--- config.mk ---
export PLATFORM = sky130hd
export DESIGN_NAME = muldiv_seq_flat
export DESIGN_NICKNAME = d
export VERILOG_FILES = /design/src/rtl/muldiv_seq_if.sv /design/src/rtl/muldiv_seq.sv /design/src/flat_wrapper.sv
export SDC_FILE = /design/constraint.sdc
export NUM_CORES = 1
export LEC_CHECK = 0
export CAP_MARGIN = 5
export CORE_MARGIN = 3
export CORE_UTILIZATION = 50
export DETAILED_ROUTE_END_ITERATION = 6
export PLACE_DENSITY = 0.71
export SLEW_MARGIN = 30
export SYNTH_ARGS = -nofsm -noshare
export SYNTH_HDL_FRONTEND = slang
export SYNTH_SLANG_ARGS = --single-unit
export TNS_END_PERCENT = 50
--- constraint.sdc ---
create_clock -name clk -period 5.3 [get_ports clk]
set_clock_uncertainty 0.15 [all_clocks]
set_input_delay 1.59 -clock clk [delete_from_list [all_inputs] [get_ports clk]]
set_output_delay 1.59 -clock clk [all_outputs]
set_load 0.05 [all_outputs]
--- src/rtl/muldiv_seq_if.sv ---
// Request/result bundle between the EX stage and the iterative mul/div sequencer.
//   start/op/a/b : mul/div request from EX (op 00 MULTU, 01 MULT, 10 DIVU, 11 DIV)
//   mfhilo       : EX instruction reads HI or LO
//   flush        : squash the EX instruction and abort any in-flight operation
//   stall        : hold the front of the pipeline (combinational)
//   busy/done/dz : sequencer status; done pulses for one cycle when HI/LO update
//   hi/lo        : HI and LO registers
interface muldiv_seq_if;
   logic        start;
   logic [1:0]  op;
   logic [31:0] a;
   logic [31:0] b;
   logic        mfhilo;
   logic        flush;
   logic        stall;
   logic        busy;
   logic        done;
   logic        dz;
   logic [31:0] hi;
   logic [31:0] lo;

   modport master (
      output start, op, a, b, mfhilo, flush,
      input  stall, busy, done, dz, hi, lo
   );

   modport slave (
      input  start, op, a, b, mfhilo, flush,
      output stall, busy, done, dz, hi, lo
   );
endinterface

--- src/rtl/muldiv_seq.sv ---
// Iterative multiply/divide sequencer sharing the EX stage with the ALU.
// 32-step shift-add multiply or restoring divide, then a sign fixup cycle
// that writes HI/LO. Stalls the pipeline while a later mul/div or MFHI/MFLO
// would otherwise see a busy unit.
//   clk  : pipeline clock
//   clrn : asynchronous active-low reset
//   bus  : request/status/result bundle (slave side)
module muldiv_seq (
   input logic         clk,
   input logic         clrn,
   muldiv_seq_if.slave bus
);
   localparam int unsigned W  = 32;
   localparam int unsigned CW = 6;
   localparam logic [CW-1:0] LAST = CW'(31);

   typedef enum logic [1:0] {
      IDLE = 2'd0,
      RUN  = 2'd1,
      FIX  = 2'd2
   } state_t;

   state_t          state, state_nxt;
   logic [CW-1:0]   cnt, cnt_nxt;
   logic [1:0]      op_q, op_nxt;
   logic            sa_q, sa_nxt;
   logic            sb_q, sb_nxt;
   logic [W-1:0]    araw_q, araw_nxt;
   logic [W-1:0]    opd_q, opd_nxt;
   logic [W-1:0]    acc_hi_q, acc_hi_nxt;
   logic [W-1:0]    acc_lo_q, acc_lo_nxt;
   logic [W-1:0]    hi_q, hi_nxt;
   logic [W-1:0]    lo_q, lo_nxt;
   logic            dz_q, dz_nxt;
   logic            done_q, done_nxt;
   logic            busy_q;

   // helper datapath terms
   logic            neg_a, neg_b;
   logic [W-1:0]    abs_a, abs_b;
   logic [W:0]      mul_sum;
   logic [W:0]      rem_sh;
   logic            rem_ge;
   logic [W-1:0]    rem_sub;
   logic [2*W-1:0]  prod, prod_fix;
   logic [W-1:0]    quo_fix, rem_fix;

   // State register
   always_ff @(posedge clk or negedge clrn) begin
      if (!clrn) state <= IDLE;
      else       state <= state_nxt;
   end

   // Next-state logic; flush wins over everything, including a new start
   always_comb begin
      state_nxt = state;
      if (bus.flush) begin
         state_nxt = IDLE;
      end else begin
         unique case (state)
            IDLE:    if (bus.start) state_nxt = RUN;
            RUN:     if (cnt == LAST) state_nxt = FIX;
            FIX:     state_nxt = IDLE;
            default: state_nxt = IDLE;
         endcase
      end
   end

   // Datapath and output next values
   always_comb begin
      cnt_nxt    = cnt;
      op_nxt     = op_q;
      sa_nxt     = sa_q;
      sb_nxt     = sb_q;
      araw_nxt   = araw_q;
      opd_nxt    = opd_q;
      acc_hi_nxt = acc_hi_q;
      acc_lo_nxt = acc_lo_q;
      hi_nxt     = hi_q;
      lo_nxt     = lo_q;
      dz_nxt     = dz_q;
      done_nxt   = 1'b0;

      neg_a = bus.op[0] & bus.a[W-1];
      neg_b = bus.op[0] & bus.b[W-1];
      abs_a = neg_a ? W'(-bus.a) : bus.a;
      abs_b = neg_b ? W'(-bus.b) : bus.b;

      // Multiply step: conditional add into the upper half, 65-bit shift right
      mul_sum = {1'b0, acc_hi_q} + (acc_lo_q[0] ? {1'b0, opd_q} : {(W+1){1'b0}});

      // Divide step: shifted remainder is 33 bits wide before the trial subtract
      rem_sh  = {acc_hi_q, acc_lo_q[W-1]};
      rem_ge  = (rem_sh >= {1'b0, opd_q});
      rem_sub = W'(rem_sh - {1'b0, opd_q});

      prod     = {acc_hi_q, acc_lo_q};
      prod_fix = (sa_q ^ sb_q) ? (2*W)'(-prod) : prod;
      quo_fix  = (sa_q ^ sb_q) ? W'(-acc_lo_q) : acc_lo_q;
      rem_fix  = sa_q ? W'(-acc_hi_q) : acc_hi_q;

      if (!bus.flush) begin
         unique case (state)
            IDLE: begin
               if (bus.start) begin
                  op_nxt     = bus.op;
                  sa_nxt     = neg_a;
                  sb_nxt     = neg_b;
                  araw_nxt   = bus.a;
                  cnt_nxt    = '0;
                  acc_hi_nxt = '0;
                  if (!bus.op[1]) begin
                     opd_nxt    = abs_a;   // multiplicand
                     acc_lo_nxt = abs_b;   // multiplier shifts out of the low half
                  end else begin
                     opd_nxt    = abs_b;   // divisor
                     acc_lo_nxt = abs_a;   // dividend becomes the quotient in place
                  end
               end
            end
            RUN: begin
               cnt_nxt = cnt + CW'(1);
               if (!op_q[1]) begin
                  acc_hi_nxt = mul_sum[W:1];
                  acc_lo_nxt = {mul_sum[0], acc_lo_q[W-1:1]};
               end else begin
                  acc_hi_nxt = rem_ge ? rem_sub : rem_sh[W-1:0];
                  acc_lo_nxt = {acc_lo_q[W-2:0], rem_ge};
               end
            end
            FIX: begin
               done_nxt = 1'b1;
               dz_nxt   = 1'b0;
               if (!op_q[1]) begin
                  hi_nxt = prod_fix[2*W-1:W];
                  lo_nxt = prod_fix[W-1:0];
               end else if (opd_q == '0) begin
                  hi_nxt = araw_q;
                  lo_nxt = '1;
                  dz_nxt = 1'b1;
               end else begin
                  hi_nxt = rem_fix;
                  lo_nxt = quo_fix;
               end
            end
            default: ;
         endcase
      end
   end

   // Datapath and output registers
   always_ff @(posedge clk or negedge clrn) begin
      if (!clrn) begin
         cnt      <= '0;
         op_q     <= '0;
         sa_q     <= 1'b0;
         sb_q     <= 1'b0;
         araw_q   <= '0;
         opd_q    <= '0;
         acc_hi_q <= '0;
         acc_lo_q <= '0;
         hi_q     <= '0;
         lo_q     <= '0;
         dz_q     <= 1'b0;
         done_q   <= 1'b0;
         busy_q   <= 1'b0;
      end else begin
         cnt      <= cnt_nxt;
         op_q     <= op_nxt;
         sa_q     <= sa_nxt;
         sb_q     <= sb_nxt;
         araw_q   <= araw_nxt;
         opd_q    <= opd_nxt;
         acc_hi_q <= acc_hi_nxt;
         acc_lo_q <= acc_lo_nxt;
         hi_q     <= hi_nxt;
         lo_q     <= lo_nxt;
         dz_q     <= dz_nxt;
         done_q   <= done_nxt;
         busy_q   <= (state_nxt != IDLE);
      end
   end

   assign bus.busy  = busy_q;
   assign bus.done  = done_q;
   assign bus.dz    = dz_q;
   assign bus.hi    = hi_q;
   assign bus.lo    = lo_q;
   // Combinational so a waiting request is released in the same cycle the unit goes idle
   assign bus.stall = busy_q & (bus.start | bus.mfhilo);

endmodule

--- src/flat_wrapper.sv ---
// flat-port wrapper written by rule: the top's interface ports become plain ports
module muldiv_seq_flat 
  (clk, clrn, bus_start, bus_op, bus_a, bus_b, bus_mfhilo, bus_flush, bus_stall, bus_busy, bus_done, bus_dz, bus_hi, bus_lo);
  muldiv_seq_if bus_i ();
  input logic clk;
  input logic clrn;
  input wire logic [$bits(bus_i.start)-1:0] bus_start;
  input wire logic [$bits(bus_i.op)-1:0] bus_op;
  input wire logic [$bits(bus_i.a)-1:0] bus_a;
  input wire logic [$bits(bus_i.b)-1:0] bus_b;
  input wire logic [$bits(bus_i.mfhilo)-1:0] bus_mfhilo;
  input wire logic [$bits(bus_i.flush)-1:0] bus_flush;
  output wire logic [$bits(bus_i.stall)-1:0] bus_stall;
  output wire logic [$bits(bus_i.busy)-1:0] bus_busy;
  output wire logic [$bits(bus_i.done)-1:0] bus_done;
  output wire logic [$bits(bus_i.dz)-1:0] bus_dz;
  output wire logic [$bits(bus_i.hi)-1:0] bus_hi;
  output wire logic [$bits(bus_i.lo)-1:0] bus_lo;
  assign bus_i.start = bus_start;
  assign bus_i.op = bus_op;
  assign bus_i.a = bus_a;
  assign bus_i.b = bus_b;
  assign bus_i.mfhilo = bus_mfhilo;
  assign bus_i.flush = bus_flush;
  assign bus_stall = bus_i.stall;
  assign bus_busy = bus_i.busy;
  assign bus_done = bus_i.done;
  assign bus_dz = bus_i.dz;
  assign bus_hi = bus_i.hi;
  assign bus_lo = bus_i.lo;
  muldiv_seq u_core (.clk(clk), .clrn(clrn), .bus(bus_i));
endmodule
==> summary.txt <==
Cells and area
  – Fill cell count: 2982
  – Most frequent cells in the layout: 311 x nand2_1, 205 x dfrtp_1, 193 x nor2_1, 175 x a21oi_1, 136 x clkdlybuf4s50_1
  – Ratio of cells with drive above 1 in the final layout: 5.55%
  – Diode count: 0
  – Multi-input gate area: 10700 µm²
  – Reg area: 5160 µm²
  – Area grow syn2layout: 15.8%
  – Final Net Count: 2338
  – Finished Layout Cells: 2657
  – Commonest non-fill, non-tap cell in the layout: nand2_1

STA
  – Final period utilization: 90.7%
  – Max frequency: 0.208 GHz
  – Final setup viols: 0
  – Slew margin rel.: 37.9%
  – RSZ-0062 raised after global routing: no
  – Final Hold Fails: 0
  – Least-Margin Pin Slew: 929 ps
  – Fin. max-slew vios: 0
  – Setup_tns: 0 ps
  – Minimum clock period: 4810 ps

Drt
  – Drt initial violations: 1329
  – Via count: 16200
  – Vias per cell: 6.10
  – Pre-Repair DR Iteration Count: 5
  – DRC Markers: 0
  – Routed WL per cell: 21.8 µm
  – Antenna-violating nets left: 0
  – Detailed Route WL: 57900 µm

Job
  – Max-Cap Viols: 0

Clock tree
  – Num CTS Buffers: 26
  – Post-CTS resize count: 0
  – Sink Count: 206
  – CTS tree: built
  – CTS Hold Bufs: 0
  – Clock buffer depth: 3
  – CTS clk-pin slew, worst paths: 60 ps
  – Setup repair bufs after CTS: 0
  – Worst skew pair latency: 560 ps
  – Clock root buffer: clkbuf_16
  – Htree depth: 1

Floorplan
  – Die width: 188 µm
  – Die H: 188 µm
  – CORE AREA: 32600 µm²
  – DIE AREA: 35500 µm²
  – Starting Density: 50.9%
  – # IOs: 139
  – # rows: 66

Synth
  – Synth Cell Area: 16600 µm²
  – Top post-synthesis cells by area: dfrtp_1 31%, nand2_1 7.1%, xnor2_1 5.9%
  – Post-synth EDFFs: 0
  – Ys Warns: 0
  – Avg Synthesized Cell Area: 7.76 µm²
  – Sequential share of the synthesized area: 31.0%
  – Post-synth top flop: dfrtp_1
  – Synthesis-stage register bit count: 206
  – Gate count of the mapped netlist: 2142
  – Post-synthesis async set-or-reset flop share: 100%
  – Largest area contributor in the netlist: dfrtp_1
  – Count of cell types in the netlist: 80
  – Synth Net Count: 2284
  – Synth top area share: 31.0%

Setup path
  – Critical path arrival: 3070 ps
  – Worst r2r dst: u_core.acc_hi_q[28]$_DFFE_PN0P_
  – Worst r2r path cells: 14
  – Reg-to-reg critical path startpoint: u_core.acc_lo_q[0]$_DFFE_PN0P_
  – Kind of end point of the critical path: primary output
  – Cell depth of the worst setup path: 3
  – Worst setup SP type: input pin
  – Max stage delay on crit path: 790 ps
  – WP buf/inv: 2
  – Slowest CP cell: clkdlybuf4s50_1
  – Crit-path most repeated cell: clkdlybuf4s50_1
  – Worst R2R Setup Slack: 860 ps
  – CP startpoint: bus_start
  – Worst Setup EP: bus_stall
  – Worst Path Required: 3560 ps
  – Crit path cell chain: clkdlybuf4s50_1 -> o21a_1 -> clkdlybuf4s50_1
  – Critical path type: input pin to primary output
  – Crit-path max FO: 2
  – CP top delay family: buffers and inverters

Place
  – Final HPWL DP: 43400 µm
  – Port Buffers: 138
  – Gpl congestion: 0.959
  – Inst Count DP: 2610

Min path
  – WHS Path Cells: 2
  – Class of the worst hold path: flop to flop
  – Hold Crit Start: u_core.bus.hi[1]$_DFFE_PN0P_

Global route
  – Total grt overflow: 0
  – Total GRT Usage: 31.7%
  – First-pass GRT wire length: 88700 µm
  – Largest net degree at the start of global routing: 85
  – Vias in the first global route: 15300
  – Initial antenna violation count: 0

Power
  – Lkg Pwr: 0.00860 µW
  – Peak supply drop: 0.274 mV
  – PwrDens: 504 nW/µm²
  – Power consumption: 9710 µW

Outcome
  – Status: complete, no violations
-- area by class of cell --
type / instances / area share, %
sequential: 206 / 26.8
multi-input combinational: 1716 / 55.4
timing repair buffer: 170 / 8.55
tap: 442 / 2.87
clock buffer: 32 / 3.81
inverter: 76 / 1.48
clock inverter: 15 / 1.04
-- cells in the mapped netlist (16+ instances only) --
cell type	count
buf_1	16
nor2_1	194
nand2_1	314
clkbuf_1	118
a21o_1	36
o21ai_1	120
ha_1	69
mux2i_1	91
or3_1	19
xor2_1	83
inv_1	74
a211oi_1	17
a31oi_1	24
nor4_1	19
nand3_1	30
and3_1	21
a21oi_1	175
dfrtp_1	206
a22oi_1	19
o31ai_1	20
o21ai_0	135
xnor2_1	111
nor3_1	31
-- state kept, by name, indices dropped and copies added (netlist names) --
register and count:
u_core.acc_hi_q 32, u_core.acc_lo_q 32, u_core.araw_q 32, u_core.bus.busy 1
u_core.bus.done 1, u_core.bus.dz 1, u_core.bus.hi 32, u_core.bus.lo 32
u_core.cnt 6, u_core.op_q 1, u_core.opd_q 32, u_core.sa_q 1
u_core.sb_q 1, u_core.state 2
-- per-stage QoR --
stage / cell area, µm² / hold slack, ps / worst slack (ps) / utilization [%]
6_report: 19200 / 324 / 494 / 59.0
5_1_grt: 19200 / 351 / 461 / 59.0
4_1_cts: 19200 / 327 / 499 / 59.0
3_5_place_dp: 18300 / 312 / 459 / 56.1
3_3_place_gp: 18300 / 308 / 514 / 56.1
2_1_floorplan: 16600 / 290 / 1230 / -
-- report_power, final --
group	internal (µW)	switching, µW	total, µW
Clock	1180	749	1930
Sequential	1910	652	2560
Combinational	2110	3110	5220
Total	5190	4510	9710
-- worst min-delay path by stage --
stage / slack, ps / to
after floorplan: 290 / u_core.araw_q[11]$_DFFE_PN0P_
after global placement: 310 / u_core.bus.hi[1]$_DFFE_PN0P_
after detailed placement: 310 / u_core.araw_q[3]$_DFFE_PN0P_
after CTS: 330 / u_core.araw_q[3]$_DFFE_PN0P_
after global routing: 350 / u_core.araw_q[20]$_DFFE_PN0P_
final: 320 / u_core.bus.hi[1]$_DFFE_PN0P_
-- cells by family (layout without fill, tap and decap cells) --
| logic type | count (synthesis) | in the layout | share of synthesized area (%) |
|---|---|---|---|
| buf+inv | 220 | 293 | 5.14 |
| xor+xnor | 194 | 194 | 10.2 |
| compound gates | 636 | 636 | 22.6 |
| simple gates | 717 | 717 | 19.7 |
| fa+ha+maj | 71 | 71 | 5.44 |
| mux | 98 | 98 | 5.96 |
| flops | 206 | 206 | 31.0 |
-- worst reg2reg max path, cell delays in order, from the launching register on --
cell and delay, ps:
dfrtp_1 490, inv_1 310, buf_4 320, nor2_1 70
ha_1 200, a21o_1 180, a221oi_1 440, o21ai_1 280
o22a_1 340, a221oi_1 530, o21ai_1 250, a41oi_1 390
mux2i_1 130, o21ai_1 140, o211ai_1 90
-- routing by layer --
metal	track usage, %	up-vias	wire, µm
met5	0	-	0
met4	9.80	0	1950
met2	50.1	679	25800
met3	5.41	102	4650
met1	44.6	7771	25400
li1	-	7647	-
Power figures use the tool's default switching activity.
